[src/rtl/jam_search.sv]
// jam_search: exhaustive job-assignment search over an N x N cost matrix.
// Walks every worker-to-job permutation in lexicographic order, fetching one
// cost per cycle over the W/J index port, and reports the minimum total cost
// plus how many permutations reach it (saturating count).
//
// Ports:
//   CLK, RST      clock (rising edge), asynchronous active-low reset
//   START         begin a search (sampled in IDLE or DONE only)
//   W, J          worker / job index of the requested cost
//   Cost          cost of (W,J), combinationally valid while W/J are driven
//   BUSY          high while scanning
//   MatchCount    permutations whose total equals MinCost
//   MinCost       minimum total cost
//   Valid         results are final
//
// Optional feature: define JAM_PRUNE_EN to abandon a permutation as soon as
// its partial sum already exceeds the best total found so far.
module jam_search #(
  parameter int unsigned N   = 8,
  parameter int unsigned CW  = 7,
  parameter int unsigned MCW = 16,
  localparam int unsigned IW = ($clog2(N) > 1) ? $clog2(N) : 1,
  localparam int unsigned SW = CW + $clog2(N)
) (
  input  logic           CLK,
  input  logic           RST,
  input  logic           START,
  output logic [IW-1:0]  W,
  output logic [IW-1:0]  J,
  input  logic [CW-1:0]  Cost,
  output logic           BUSY,
  output logic [MCW-1:0] MatchCount,
  output logic [SW-1:0]  MinCost,
  output logic           Valid
);

  typedef enum logic [1:0] {IDLE, SCAN, NEXT, DONE} state_t;

  state_t                state, state_n;
  logic [N-1:0][IW-1:0]  perm, perm_n, perm_adv, swapped, ident;
  logic [IW-1:0]         k, k_n, piv, succ;
  logic [SW-1:0]         sum, sum_n, sum_add, min_n;
  logic [MCW-1:0]        cnt_n;
  logic                  min_valid, min_valid_n, pruned, pruned_n;
  logic                  last_perm, prune_hit;

  // Next lexicographic permutation: pivot search, swap with successor, reverse suffix.
  always_comb begin
    last_perm = 1'b1;
    piv       = '0;
    succ      = '0;
    for (int i = 0; i < N; i++) ident[i] = IW'(i);
    for (int i = 0; i < N - 1; i++) begin
      if (perm[i] < perm[i+1]) begin
        last_perm = 1'b0;
        piv       = IW'(i);
      end
    end
    for (int j = 0; j < N; j++) begin
      if ((IW'(j) > piv) && (perm[j] > perm[piv])) succ = IW'(j);
    end
    swapped       = perm;
    swapped[piv]  = perm[succ];
    swapped[succ] = perm[piv];
    perm_adv      = swapped;
    // Suffix piv+1..N-1 is descending after the swap; mirror it. Index wraps modulo 2^IW harmlessly.
    for (int i = 0; i < N; i++) begin
      if (IW'(i) > piv) perm_adv[i] = swapped[piv + IW'(N) - IW'(i)];
    end
  end

  // Next-state and datapath update.
  always_comb begin
    state_n     = state;
    perm_n      = perm;
    k_n         = k;
    sum_n       = sum;
    min_n       = MinCost;
    cnt_n       = MatchCount;
    min_valid_n = min_valid;
    pruned_n    = pruned;
    sum_add     = sum + SW'(Cost);
`ifdef JAM_PRUNE_EN
    prune_hit   = min_valid && (sum_add > MinCost);
`else
    prune_hit   = 1'b0;
`endif
    case (state)
      IDLE, DONE: begin
        if (START) begin
          state_n     = SCAN;
          perm_n      = ident;
          k_n         = '0;
          sum_n       = '0;
          min_n       = '0;
          cnt_n       = '0;
          min_valid_n = 1'b0;
          pruned_n    = 1'b0;
        end
      end
      SCAN: begin
        sum_n = sum_add;
        if (prune_hit) begin
          pruned_n = 1'b1;
          state_n  = NEXT;
        end else if (k == IW'(N - 1)) begin
          state_n = NEXT;
        end else begin
          k_n = k + IW'(1);
        end
      end
      NEXT: begin
        if (!pruned) begin
          if (!min_valid || (sum < MinCost)) begin
            min_n       = sum;
            cnt_n       = MCW'(1);
            min_valid_n = 1'b1;
          end else if ((sum == MinCost) && (MatchCount != {MCW{1'b1}})) begin
            cnt_n = MatchCount + MCW'(1);
          end
        end
        pruned_n = 1'b0;
        if (last_perm) begin
          state_n = DONE;
        end else begin
          perm_n  = perm_adv;
          k_n     = '0;
          sum_n   = '0;
          state_n = SCAN;
        end
      end
      default: state_n = IDLE;
    endcase
  end

  // State, datapath and registered outputs (outputs derived from next-state values).
  always_ff @(posedge CLK or negedge RST) begin
    if (!RST) begin
      state      <= IDLE;
      perm       <= '0;
      k          <= '0;
      sum        <= '0;
      min_valid  <= 1'b0;
      pruned     <= 1'b0;
      MinCost    <= '0;
      MatchCount <= '0;
      W          <= '0;
      J          <= '0;
      BUSY       <= 1'b0;
      Valid      <= 1'b0;
    end else begin
      state      <= state_n;
      perm       <= perm_n;
      k          <= k_n;
      sum        <= sum_n;
      min_valid  <= min_valid_n;
      pruned     <= pruned_n;
      MinCost    <= min_n;
      MatchCount <= cnt_n;
      W          <= (state_n == SCAN) ? k_n : '0;
      J          <= (state_n == SCAN) ? perm_n[k_n] : '0;
      BUSY       <= (state_n == SCAN) || (state_n == NEXT);
      Valid      <= (state_n == DONE);
    end
  end

endmodule

[config.mk]
export PLATFORM = sky130hd
export DESIGN_NAME = jam_search
export DESIGN_NICKNAME = d
export VERILOG_FILES = /design/src/rtl/jam_search.sv
export SDC_FILE = /design/constraint.sdc
export NUM_CORES = 1
export LEC_CHECK = 0
export ABC_AREA = 1
export CORE_MARGIN = 5
export CORE_UTILIZATION = 44
export CTS_BUF_LIST = sky130_fd_sc_hd__clkbuf_4 sky130_fd_sc_hd__clkbuf_8
export CTS_CLUSTER_DIAMETER = 30
export DETAILED_ROUTE_END_ITERATION = 6
export HOLD_SLACK_MARGIN = 0.12
export REMOVE_ABC_BUFFERS = 1
export SKIP_CTS_REPAIR_TIMING = 1
export SLEW_MARGIN = 20
export SYNTH_ARGS = -nofsm -noshare
export SYNTH_HDL_FRONTEND = slang
export SYNTH_SLANG_ARGS = --single-unit
[constraint.sdc]
create_clock -name CLK -period 13.15 [get_ports CLK]
set_input_delay 1.315 -clock CLK [delete_from_list [all_inputs] [get_ports CLK]]
set_output_delay 1.315 -clock CLK [all_outputs]
set_load 0.02 [all_outputs]
==> impl_metrics.json <==
{
  "hold_viol_final": 0,
  "max_slew_margin_pct": 37.1,
  "report.final.slew_viol_count": 0,
  "dp.final_hpwl_um": 21400,
  "grt_usage_pct": 28.1,
  "skew_ns": 0.0103,
  "netlist.area_leader.share_pct": 24.2,
  "hold_slack_ns": 0.488,
  "grt_pass1_vias": 8180,
  "dieArea_sq_um": 20100,
  "synthMostInstantiatedCell": "nand2_1",
  "finalWorstSetupSlack_ns": 6.29,
  "clock_latency_ns": 0.37,
  "gp_congestion": 1.04,
  "netlist_area_sq_um": 7640,
  "n_fill_cell": 1829,
  "hold_depth": 2,
  "status": "complete, no violations",
  "cp_data_arrival_time_ns": 7.12,
  "ctsLongestPathBuffers": 2,
  "grt_pass1_wl_um": 44500,
  "worstPathMaxFanout": 45,
  "yosys_warnings": 0,
  "synthCells": 1229,
  "rsz0062_at_grt": "false",
  "clk_pin_slew_ns": 0.09,
  "initial_utilization_pct": 44.5,
  "fmax_mhz": 146,
  "maxCapViolCount": 0,
  "r2r_start": "perm[23]$_DFF_PN0_",
  "drive_gt1_share_pct": 5.94,
  "seq_area_frac_synth_pct": 24.2,
  "fin_util_pct": 49.4,
  "postSynth.asyncResetShare_pct": 100,
  "cts_sinks": 74,
  "synth_ff_type": "dfrtp_1",
  "synth_edf_count": 0,
  "via_per_inst": 5.71,
  "setup.worst_path.start": "perm[23]$_DFF_PN0_",
  "synth.distinct_cells": 48,
  "pre_cts_ws_ns": 6.53,
  "cp.required_ns": 13.41,
  "wl_per_cell_um": 18.8,
  "cts_tree": "done",
  "period_needed_ns": 6.86,
  "antenna_found_initial": 0,
  "critical_path_class": "register to register",
  "setup_tns_ns": 0,
  "port_buffers": 43,
  "fp.dieW_um": 142,
  "numCtsBuffers": 9,
  "reg2regPathDepth": 43,
  "rows": 48,
  "cts_root_buf": "clkbuf_8",
  "yosys-top-cells-area": "dfrtp_1 24%, nand2_1 18%, nand3_1 13%",
  "area_growth_pct": 11.0,
  "crit_top_cell": "nand2_1",
  "hold_start": "min_valid$_DFFE_PN0P_",
  "fin_crit_sh_pct": 52.1,
  "startpoint_type": "register",
  "netlist.top_cell.by_area": "dfrtp_1",
  "grt_start_max_net_pins": 75,
  "overflow": 0,
  "die_h_um": 142,
  "h-tree-depth": 3,
  "slowest_delay_ns": 0.58,
  "dr.pass1.iters": 6,
  "synth-seq-cells": 74,
  "core-area_sq_um": 17200,
  "yosys-top-cells-count": "366 x nand2_1, 206 x nand3_1, 165 x inv_1, 74 x dfrtp_1, 65 x a21oi_1",
  "setup_viol": 0,
  "antenna_cells": 0,
  "worst_slew_pin_slew_ns": 0.943,
  "slowest_stage": "o21ai_1",
  "drc": 0,
  "crit_path_end_kind": "register",
  "ant_nets": 0,
  "postSynthAreaPerCell_sq_um": 6.22,
  "fin_nets": 1326,
  "vias": 8499,
  "drt-initial-drc-count": 807,
  "routed_wirelength_um": 27900,
  "hold_class": "register to register",
  "ios": 44
}
## through the flow
step                instance area, sq um  instances
global placement                    8260       1472
floorplan                           7500       1198
CTS                                 8480       1488
detailed placement                  8260       1472
finish                              8480       1488
global route                        8480       1488
## cells by family (layout without fill, tap and decap cells)
kind of cell | count (synthesis) | after routing | synth area share, %
XOR/XNOR | 5 | 5 | 0.573
AO/OA/AOI/OAI | 187 | 187 | 14.0
adder cells (fa/ha/maj) | 58 | 58 | 9.60
AND/OR/NAND/NOR | 689 | 689 | 40.6
flip-flops | 74 | 74 | 24.2
buffers and inverters | 216 | 250 | 10.9
## area by class of cell
class | instances | area, sq um | share of cell area [%]
clock buffer | 9 | 124 | 1.46
clock inverter | 7 | 101 | 1.20
inverter | 185 | 694 | 8.19
multi-input combinational | 939 | 4950 | 58.4
sequential | 74 | 1850 | 21.8
tap | 225 | 282 | 3.32
timing repair buffer | 49 | 473 | 5.58
## path summary, 6_finish.rpt
kind                                        endpoint  slack, ns
setup / recovery                      J[0]$_DFF_PN0_       6.29
hold / removal                 min_valid$_DFFE_PN0P_       0.49
setup reg to reg                      J[0]$_DFF_PN0_       6.29
hold reg to reg                min_valid$_DFFE_PN0P_       0.49
max in group asynchronous         perm[12]$_DFF_PN0_      11.46
min in group asynchronous  MatchCount[6]$_DFFE_PN0P_       1.10
## layout by cell type, fill, tap and decap left out, types with 3 or more instances in the layout
cell type          n
a21boi_0           7
a21oi_1           65
a221oi_1           3
buf_4              7
clkbuf_8           9
clkdlybuf4s50_1   42
clkinv_1           4
dfrtp_1           74
ha_1              57
inv_1            165
inv_2             16
nand2_1          366
nand2_4            9
nand3_1          206
nand3_2            6
nand3b_1           3
nand4_1           13
nor2_1            62
nor2_4             5
nor3_1             6
nor4_1             3
o211ai_1           5
o21ai_0           63
o21ai_1           10
o21bai_1           3
o21bai_2           3
o22ai_1           11
o31ai_1            3
xor2_1             3
## sequential cells by signal, summed over array words and instances, names as in the netlist
register and cells:
BUSY 1, k 3, sum 10, perm 24, J 3, MinCost 10
min_valid 1, state 2, W 3, MatchCount 16, Valid 1
## worst max-delay path: cells and delay by family (launching register included)
family | cells | cell delay [ns]
adders and majority gates | 2 | 0.72
buffers and inverters | 8 | 1.41
AOI/OAI and AO/OA | 3 | 1.01
DFF | 1 | 0.52
and+or+nand+nor | 30 | 3.07
## layer usage
metal | wire (um) | vias to the layer above | GRT usage (%)
met1 | 11600 | 3832 | 36.8
met2 | 12000 | 450 | 42.8
li1 | - | 4104 | -
met5 | 0 | - | 0
met4 | 2020 | 0 | 18.3
met3 | 2250 | 113 | 4.48
Power is not shown: default switching activity piles up to over one toggle a cycle in this logic, so the estimate is an artifact.
